## src/rtl/ppu_sequencer.sv

```systemverilog
// ppu_sequencer: phase controller for one PE's post-processing unit (compute, halo exchange, drain, done).
// Build macro PPU_SEQ_RELU_EN: the drain encoder treats negative bytes as zero (fused ReLU).
//
// state        | meaning
// ST_IDLE      | waiting for start
// ST_COMPUTE   | multiplier array running, neighbour done flags latching
// ST_EXCHANGE  | halo exchange, waiting on local and all 8 neighbour done flags
// ST_DRAIN     | reading accumulator buffer, zero-run encoding into oaram
// ST_DONE      | one-cycle cycle_done pulse, then back to idle
module ppu_sequencer #(
  parameter int BANK_COUNT  = 32,
  parameter int TILE_SIZE   = 128,
  parameter int RAM_WIDTH   = 10,
  parameter int INDEX_WIDTH = 4
) (
  input  logic                          clk,
  input  logic                          reset,
  input  logic                          start,
  input  logic                          channel_group_done,
  input  logic                          exchange_done,
  input  logic [7:0]                    neighbor_exchange_done,
  output logic                          compute_active,
  output logic                          exchange_start,
  output logic [$clog2(BANK_COUNT)-1:0] buffer_bank_read,
  output logic [$clog2(TILE_SIZE)-1:0]  buffer_bank_entry,
  input  logic [7:0]                    buffer_data_read,
  output logic [7:0]                    oaram_value,
  output logic [INDEX_WIDTH-1:0]        oaram_indices_value,
  output logic [RAM_WIDTH-1:0]          oaram_address,
  output logic                          oaram_write_enable,
  output logic [RAM_WIDTH:0]            oaram_count,
  output logic                          overflow,
  output logic                          busy,
  output logic                          cycle_done
);

  localparam int BW = $clog2(BANK_COUNT);
  localparam int EW = $clog2(TILE_SIZE);

  localparam logic [2:0] ST_IDLE     = 3'd0;
  localparam logic [2:0] ST_COMPUTE  = 3'd1;
  localparam logic [2:0] ST_EXCHANGE = 3'd2;
  localparam logic [2:0] ST_DRAIN    = 3'd3;
  localparam logic [2:0] ST_DONE     = 3'd4;

  localparam logic [BW-1:0]          LAST_BANK   = BW'(BANK_COUNT - 1);
  localparam logic [EW-1:0]          LAST_ENTRY  = EW'(TILE_SIZE - 1);
  localparam logic [INDEX_WIDTH-1:0] MAXRUN      = '1;
  localparam logic [RAM_WIDTH:0]     OARAM_DEPTH = {1'b1, {RAM_WIDTH{1'b0}}};

  logic [2:0]             state;
  logic [7:0]             nbr_done;
  logic                   rd_active;
  logic                   rd_valid;
  logic                   rd_last;
  logic                   enc_valid;
  logic                   enc_last;
  logic [7:0]             data_q;
  logic [INDEX_WIDTH-1:0] run;

  logic [7:0] enc_byte;
  logic       nbr_all;
  logic       rd_is_last;
  logic       enc_write;
  logic       oaram_full;

  always_comb begin
    enc_byte = data_q;
`ifdef PPU_SEQ_RELU_EN
    if (data_q[7]) enc_byte = 8'd0;
`endif
    nbr_all    = &(nbr_done | neighbor_exchange_done);
    rd_is_last = (buffer_bank_read == LAST_BANK) && (buffer_bank_entry == LAST_ENTRY);
    enc_write  = enc_valid && ((enc_byte != 8'd0) || (run == MAXRUN));
    oaram_full = (oaram_count == OARAM_DEPTH);
  end

  assign compute_active = (state == ST_COMPUTE);
  assign busy           = (state != ST_IDLE);

  always_ff @(posedge clk) begin
    if (reset) begin
      state               <= ST_IDLE;
      nbr_done            <= '0;
      rd_active           <= 1'b0;
      rd_valid            <= 1'b0;
      rd_last             <= 1'b0;
      enc_valid           <= 1'b0;
      enc_last            <= 1'b0;
      data_q              <= '0;
      run                 <= '0;
      exchange_start      <= 1'b0;
      buffer_bank_read    <= '0;
      buffer_bank_entry   <= '0;
      oaram_value         <= '0;
      oaram_indices_value <= '0;
      oaram_address       <= '0;
      oaram_write_enable  <= 1'b0;
      oaram_count         <= '0;
      overflow            <= 1'b0;
      cycle_done          <= 1'b0;
    end else begin
      exchange_start     <= 1'b0;
      cycle_done         <= 1'b0;
      oaram_write_enable <= 1'b0;

      case (state)
        ST_IDLE: begin
          if (start) begin
            state       <= ST_COMPUTE;
            nbr_done    <= '0;
            oaram_count <= '0;
            overflow    <= 1'b0;
            run         <= '0;
          end
        end
        ST_COMPUTE: begin
          nbr_done <= nbr_done | neighbor_exchange_done;
          if (channel_group_done) begin
            state          <= ST_EXCHANGE;
            exchange_start <= 1'b1;
          end
        end
        ST_EXCHANGE: begin
          nbr_done <= nbr_done | neighbor_exchange_done;
          if (exchange_done && nbr_all) begin
            state             <= ST_DRAIN;
            buffer_bank_read  <= '0;
            buffer_bank_entry <= '0;
            rd_active         <= 1'b1;
          end
        end
        ST_DRAIN: begin
          if (enc_valid && enc_last) begin
            state      <= ST_DONE;
            cycle_done <= 1'b1;
          end
        end
        ST_DONE: state <= ST_IDLE;
        default: state <= ST_IDLE;
      endcase

      // Read address walk: entries within a bank, then the next bank.
      if (rd_active) begin
        if (rd_is_last) begin
          rd_active <= 1'b0;
        end else if (buffer_bank_entry == LAST_ENTRY) begin
          buffer_bank_entry <= '0;
          buffer_bank_read  <= buffer_bank_read + BW'(1);
        end else begin
          buffer_bank_entry <= buffer_bank_entry + EW'(1);
        end
      end

      // Two-stage pipe: RAM read latency, then the registered data byte.
      rd_valid  <= rd_active;
      rd_last   <= rd_active && rd_is_last;
      data_q    <= buffer_data_read;
      enc_valid <= rd_valid;
      enc_last  <= rd_last;

      if (enc_valid) begin
        if (enc_write) begin
          run <= '0;
          if (oaram_full) begin
            overflow <= 1'b1;
          end else begin
            oaram_write_enable  <= 1'b1;
            oaram_value         <= enc_byte;
            oaram_indices_value <= run;
            oaram_address       <= oaram_count[RAM_WIDTH-1:0];
            oaram_count         <= oaram_count + (RAM_WIDTH+1)'(1);
          end
        end else begin
          run <= run + INDEX_WIDTH'(1);
        end
      end
    end
  end

endmodule
```

## config.mk

```make
export PLATFORM = sky130hd
export DESIGN_NAME = ppu_sequencer
export DESIGN_NICKNAME = d
export VERILOG_FILES = /design/src/rtl/ppu_sequencer.sv
export SDC_FILE = /design/constraint.sdc
export NUM_CORES = 1
export LEC_CHECK = 0
export CAP_MARGIN = 40
export CORE_ASPECT_RATIO = 1.25
export CORE_MARGIN = 1.5
export CORE_UTILIZATION = 51
export CTS_BUF_LIST = sky130_fd_sc_hd__clkbuf_2
export DETAILED_ROUTE_END_ITERATION = 10
export GPL_ROUTABILITY_DRIVEN = 0
export PLACE_DENSITY = 0.81
export REMOVE_ABC_BUFFERS = 1
export SETUP_SLACK_MARGIN = 0.02
export SLEW_MARGIN = 20
export SYNTH_ARGS = -nofsm -noshare
export SYNTH_HDL_FRONTEND = slang
export SYNTH_SLANG_ARGS = --single-unit
```

## constraint.sdc

```tcl
create_clock -name clk -period 2.2 [get_ports clk]
set_input_delay 0.66 -clock clk [delete_from_list [all_inputs] [get_ports clk]]
set_output_delay 0.66 -clock clk [all_outputs]
set_load 0.1 [all_outputs]
```

Word level (Yosys, flattened, before mapping) --
Index checks and enable logic that the tools add are counted.
Storage, ports and cells: register bits after elaboration 77, bits of input ports 21, output and inout port bits 51, word-level logic and storage cells 99
Cells by class: $add $sub $neg 4, equal/unequal tests 11, multiplexer cells 38, bitwise logic cells 6, reductions and logical operators 21
Operator list (number):
- 11-bit two-way mux | 5
- 7-bit two-way mux | 5
- 5-bit two-way mux | 5
- 4-bit two-way mux | 4
- 8-bit case mux with 2 select lines | 1
- 1-bit two-way mux | 12
- 3-bit two-way mux | 4
- 3-bit case mux with 4 select lines | 1
- 11-bit by 1-bit adder with 11-bit output (second input constant) | 1
- 11-bit equality test (second input constant) | 1
- 8-bit two-way mux | 1
- 2-bit inequality test (second input constant) | 4
- 8-bit bitwise OR | 1
- 8-bit AND reduction | 1
- 8-bit nonzero test | 1
- 7-bit by 1-bit adder with 7-bit output (second input constant) | 1
- 7-bit equality test (second input constant) | 1
- 3-bit by 2-bit equality test with 1-bit output (second input constant) | 2
- 2-bit nonzero test | 3
- 2-bit OR reduction | 3
- 5-bit by 1-bit adder with 5-bit output (second input constant) | 1
- 5-bit equality test (second input constant) | 1
- 1-bit logical AND | 5
- 1-bit inverter | 5
- 10 further kinds | 11

Depth between registers and ports, before layout --
Gate-level depths: netlist of run 1.
depth after elaboration 8, depth in mapped cells 8, mapped depth without buffers 8

Worst setup path before layout of run 1 --
No wires, ideal clock.
path kind reg2out, start register state[0], end output port compute_active, data arrival time 2.756 ns, required time 1.540 ns, setup slack -1.216 ns, stages on the path, launching flop included 3, path buffers 1, path through dfxtp_1 > clkbuf_1 > nor3b_1
On the way: cells in the longest elaborated chain, start to end 1
Ends and longest elaborated chain:
- start, declared | RTL line 51 | logic [2:0] state;
- start signal, assigned | RTL line 83 | state <= ST_IDLE;
- start signal, assigned | RTL line 110 | state <= ST_COMPUTE;
- start signal, assigned | RTL line 120 | state <= ST_EXCHANGE;
- 3-bit by 1-bit equality test with 1-bit output | RTL line 78 | assign compute_active = (state == ST_COMPUTE);
- end, declared | RTL line 22 | output logic compute_active,
No other way between the ends.

Worst setup path in the final report of run 1 --
Ends and elaborated chain as after synthesis.

==> results.py, run 1 <==
metrics = {
    "outcome": {
        "status": "finished clean",
    },
    "routing": {
        "drc_errors": 0,
        "finalWirelength_um": 7560,
        "num_vias": 2912,
        "drt_first_pass_iters": 4,
        "drtIter0Drc": 275,
        "viasPerCell": 5.58,
        "routedWlPerCell_um": 14.5,
        "final_antenna_net_count": 0,
    },
    "power": {
        "ir_drop_uv": 358,
        "p_per_area_nw_per_um2": 589,
        "p_leak_nw": 1.67,
    },
    "global_route": {
        "grt_pass1_wl_um": 11900,
        "grt_antenna_before_repair": 0,
        "grt.total_usage_pct": 23.1,
        "grt_max_degree": 27,
        "grt_pass1_vias": 2707,
        "grt_remaining_overflow": 0,
    },
    "yosys": {
        "synth_area_leaders": "dfxtp_1 50%, nand2_1 7.2%, a21oi_1 6.3%",
        "yosysWarningCount": 0,
        "yosys.area.top_type": "dfxtp_1",
        "ys_types": 41,
        "syn_avg_cell_area_sq_um": 8.47,
        "netlist_area_sq_um": 3080,
        "ys_async_sr_fraction_pct": 0,
        "ys_ff_latch": 77,
        "yosysSeqAreaShare_pct": 50.0,
        "synth_edf_count": 0,
        "netlist.area_leader.share_pct": 50.0,
        "syn_inst": 364,
        "ys.flop_type": "dfxtp_1",
    },
    "placed_design": {
        "io_buffers": 71,
        "hpwl_um": 5220,
    },
    "hold_path": {
        "hold_class": "flop to flop",
    },
    "clock_tree": {
        "htree_levels": 3,
        "clock-root-buffer": "clkbuf_2",
        "cts_buffer_depth": 2,
        "cts-buffers-inserted": 9,
        "cts_sinks": 77,
        "cts_tree": "done",
        "clk_pin_slew_ns": 0.22,
        "clk_latency_ns": 0.53,
    },
    "sta": {
        "maxSlewHeadroom_pct": 59.8,
        "skew_ns": 0.0296,
        "min_period_ns": 2.14,
        "fmax_ghz": 0.467,
        "tightest_slew_ns": 0.597,
        "fin_crit_sh_pct": 97.2,
        "setup_viol": 0,
        "slew_violations": 0,
        "rsz0062_at_grt": "yes",
        "whs_ns": 0.461,
        "hold_viol_final": 0,
    },
    "worst_setup_path": {
        "cp_top_family": "flip-flops",
        "crit_chain": "nor3b_2 > buf_12",
        "slowest_delay_ns": 0.48,
        "crit_arrival_ns": 1.48,
        "cp_slowest_cell": "dfxtp_2",
        "critPathCaptureType": "primary output",
        "critical_path_class": "flop to primary output",
        "crit_path_start_kind": "flop",
        "critPathRequiredTime_ns": 1.54,
        "worst-path-buf-inv": 1,
        "crit_fanout": 8,
    },
    "die": {
        "ios": 72,
        "dieHeight_um": 89.9,
        "die_w_um": 72.5,
        "fp.dieArea_sq_um": 6520,
        "core-area_sq_um": 5820,
        "fp-row-count": 31,
        "start_util_pct": 53.0,
    },
    "layout": {
        "multi_input_area_sq_um": 1490,
        "fill_cells": 435,
        "seq_area_sq_um": 1550,
        "nets": 478,
        "drive_above_1_share_pct": 25.7,
        "layout_commonest_cell": "dfxtp_1",
        "final_util_pct": 74.9,
        "diodes": 0,
        "layout_common_cells": "73 x dfxtp_1, 58 x nand2_1, 52 x buf_4",
        "synthToLayoutAreaGrowth_pct": 41.4,
    },
    "job": {
        "drv_cap": 0,
    },
}
layer usage:
metal	wire length [um]	vias up	global-route usage [%]	share of wire [%]
li1	-	1443	-	-
met1	3090	1367	26.6	41
met2	4040	92	40.1	53
met3	342	10	6.28	4.5
met4	84	0	8.65	1.1
met5	0	-	0	0
worst reg2reg max path: stages, from the launching register on:
cell	delay (ns)
dfxtp_2	0.37
ha_2	0.19
and3_4	0.18
ha_2	0.17
nand2b_4	0.14
or4_4	0.55
or3_4	0.35
a21oi_2	0.14
synthesized netlist by cell type, drive strengths merged, types with 3 or more instances:
cell type  number
a21oi          39
clkbuf         14
ha              6
nor2           34
nand2          59
o22ai           3
a311oi          4
a22oi          11
nor3            3
and3            3
dfxtp          77
and2            3
o21ai           9
nor3b           3
nand3          21
inv            12
nand2b          4
nor4            9
nand4           5
buf             5
xor2            4
nor2b          12
xnor2           4
power by group:
| part | switching [mW] | internal [mW] |
|---|---|---|
| clock | 0.516 | 0.382 |
| sequential | 0.0205 | 1.42 |
| combinational | 0.129 | 0.0984 |
flip-flops by register name (all words and copies together) (netlist names), 3 cells and up:
signal	cells
oaram_value	8
buffer_bank_entry	7
oaram_indices_value	4
data_q	8
run	4
state	3
nbr_done	8
buffer_bank_read	5
oaram_address	10
oaram_count	11
area by class of cell:
cell class / count / share of cell area (%)
Inverter: 12 / 1.03
Sequential cell: 77 / 35.5
Clock inverter: 7 / 2.27
Tap cell: 66 / 1.89
Multi-Input combinational cell: 256 / 34.2
Clock buffer: 9 / 1.03
Timing Repair Buffer: 95 / 24.0
path summary, 6_finish.rpt:
path,from,endpoint,slack [ns],depth (start not counted)
worst max-delay path,state[0],compute_active,0.06,2
worst max register to register,buffer_bank_read[0],buffer_bank_read[3],0.06,7
worst min-delay path,rd_valid,enc_valid,0.46,1
worst min register to register,rd_valid,enc_valid,0.46,1
timing repair:
item,4_1_cts,5_1_grt
gates resized for setup,5,18
endpoints found under the setup margin,2,27
setup buffers,2,1
hold buffers,0,0
pin swaps,0,3
kinds of logic after synthesis:
family / after synthesis / share of synthesized area (%)
compound gates: 79 / 15.8
xor+xnor: 8 / 2.27
fa+ha+maj: 6 / 2.44
buf+inv: 31 / 4.06
flops: 77 / 50.0
mux: 1 / 0.365
simple gates: 162 / 25.0
stage by stage:
stage / TNS (ns) / power [mW] / cell area, sq um / cells / setup slack [ns]
after global placement: -2.21 / 1.68 / 4110 / 503 / -0.232
after detailed placement: -2.08 / 1.68 / 4110 / 503 / -0.207
final: 0 / 2.57 / 4360 / 522 / 0.0606
after floorplan: -13.23 / 1.57 / 3000 / 345 / -1.11
after global routing: -0.0374 / 2.68 / 4360 / 522 / -0.0347
after CTS: 0 / 2.58 / 4280 / 521 / 0.0307
(Power assumes the default switching activity.)
==> inputs of run 2 (changes only) <==
CTS_BUF_LIST = sky130_fd_sc_hd__clkbuf_8   (was sky130_fd_sc_hd__clkbuf_2)
==> run 2 against run 1 <==
Design area down 0.40%. Highest routed layer unchanged. Non-clock buffer count is 3 lower. Setup slack improved by 0.038 ns. Total power increased by 10%. Die area stayed put. Critical endpoint is now buffer_bank_read[3]. Largest cell class unchanged. Combinational power fell by 5%.
==> results.py, run 2 (same netlist as run 1, synthesis figures left out) <==
metrics = {
    "global_route": {
        "grt_pass1_vias": 2713,
        "grt_remaining_overflow": 0,
        "grt.total_usage_pct": 23.2,
        "grt_max_degree": 27,
        "grt_antenna_before_repair": 0,
        "grt_pass1_wl_um": 11900,
    },
    "sta": {
        "fmax_ghz": 0.476,
        "setup_viol": 0,
        "min_period_ns": 2.10,
        "skew_ns": 0.0102,
        "maxSlewHeadroom_pct": 60.3,
        "hold_viol_final": 0,
        "fin_crit_sh_pct": 95.5,
        "whs_ns": 0.441,
        "rsz0062_at_grt": "yes",
        "slew_violations": 0,
        "tightest_slew_ns": 0.590,
    },
    "routing": {
        "drt_first_pass_iters": 5,
        "top_layer": "met4",
        "finalWirelength_um": 7250,
        "routedWlPerCell_um": 14.0,
        "wl_met2_um": 3730,
        "drt-met1-wl_um": 3020,
        "drc_errors": 0,
        "dr_wl_met3_um": 298,
        "num_vias": 2943,
        "viasPerCell": 5.67,
        "final_antenna_net_count": 0,
        "drtIter0Drc": 199,
    },
    "worst_setup_path": {
        "worst-path-buf-inv": 0,
        "critPathCaptureType": "flop",
        "cp_top_family": "simple AND/OR/NAND/NOR gates",
        "crit_fanout": 5,
        "slowest_delay_ns": 0.46,
        "crit_chain": "ha_1 > and3_1 > ha_1 > nand2b_1 > or4_4 > or3_1 > a21oi_1",
        "critPathRequiredTime_ns": 2.48,
        "cp_slowest_cell": "or4_4",
        "path_common_cell": "ha_1",
        "critical_path_class": "flop to flop",
        "critPathLaunch": "buffer_bank_read[0]",
        "worst_r2r_startpoint": "buffer_bank_read[0]",
        "crit_arrival_ns": 2.39,
        "crit_path_start_kind": "flop",
    },
    "hold_path": {
        "min_from": "rd_valid",
        "hold_class": "flop to flop",
    },
    "placed_design": {
        "dp_cells": 503,
        "dpl-instance-area_sq_um": 4110,
        "hpwl_um": 5220,
        "io_buffers": 71,
    },
    "layout": {
        "layout.cells.non_filler": 519,
        "regMostFlops": "oaram_count",
        "nets": 475,
        "layout_commonest_cell": "dfxtp_1",
        "diodes": 0,
        "drive_above_1_share_pct": 21.4,
        "largest_register_ffs": 11,
        "reg_top3": "oaram_count (11), oaram_address (10)",
        "layout_common_cells": "77 x dfxtp_1, 59 x nand2_1, 49 x buf_4",
        "synthToLayoutAreaGrowth_pct": 40.8,
        "fill_cells": 442,
        "finalInstanceArea_sq_um": 4340,
    },
    "power": {
        "p_leak_nw": 1.68,
        "ir_drop_uv": 404,
        "p_per_area_nw_per_um2": 653,
        "finalPower_mw": 2.84,
    },
    "clock_tree": {
        "ctsHoldBuffers": 0,
        "cts_tree": "done",
        "cts-buffers-inserted": 9,
        "clk_latency_ns": 0.36,
        "cts_sinks": 77,
        "htree_levels": 3,
        "clock-root-buffer": "clkbuf_8",
        "clk_pin_slew_ns": 0.08,
        "cts_buffer_depth": 2,
    },
    "die": {
        "fp.dieArea_sq_um": 6520,
        "dieHeight_um": 89.9,
        "ios": 72,
        "die_w_um": 72.5,
        "fp-row-count": 31,
        "core-area_sq_um": 5820,
        "start_util_pct": 53.0,
    },
    "job": {
        "drv_cap": 0,
    },
    "outcome": {
        "status": "finished clean",
    },
}
==> run 2: changes by cell type in the layout (fill, tap and decap cells not counted), moves of 3 or more <==
cell      delta
buf_4        -3
clkbuf_8     +9
dfxtp_2      -3
dfxtp_1      +4
clkbuf_2     -9
==> run 2: power breakdown <==
group	internal (mW)	switching, mW	leakage, nW
clock network	0.644	0.538	0.110
registers	1.42	0.0198	0.624
logic	0.0919	0.125	0.951
total	2.15	0.682	1.68
==> run 2: area by class of cell <==
cell class                 instances  area (sq um)  area share, %
tap                               66          82.6           1.90
clock inverter                     7          98.8           2.28
multi-input combinational        256          1430           32.8
inverter                          12          45.0           1.04
sequential                        77          1540           35.5
timing repair buffer              92          1020           23.6
clock buffer                       9           124           2.85
==> run 2: path summary, 6_finish.rpt <==
path / to / slack (ns) / depth (start not counted)
setup / recovery: buffer_bank_read[3] / 0.1 / 7
hold / removal: enc_valid / 0.44 / 1
setup reg to reg: buffer_bank_read[3] / 0.1 / 7
hold reg to reg: enc_valid / 0.44 / 1
==> run 2: per-layer routing <==
layer	vias up	GRT usage (%)
met2	97	39.6
met1	1391	26.9
met3	19	3.92
li1	1436	-
met5	-	0
met4	0	12.6
==> run 2: worst reg2reg max path: stages, from the launching register on <==
cell	delay, ns
dfxtp_1	0.32
ha_1	0.22
and3_1	0.20
ha_1	0.19
nand2b_1	0.17
or4_4	0.46
or3_1	0.36
a21oi_1	0.12
==> run 2: timing repair <==
action,CTS,global route
gates resized for setup,0,3
endpoints found under the setup margin,0,14
endpoints found under the hold margin,0,0
setup buffers,0,0
==> run 2: per-stage QoR <==
| stage | TNS [ns] | util [%] | setup WS, ns |
|---|---|---|---|
| after floorplan | -13.23 | - | -1.11 |
| after global placement | -2.21 | 70.6 | -0.232 |
| after detailed placement | -2.08 | 70.6 | -0.207 |
| after CTS | 0 | 74.4 | 0.0306 |
| after global routing | 0 | 74.6 | 0.00540 |
| final | 0 | 74.6 | 0.0983 |
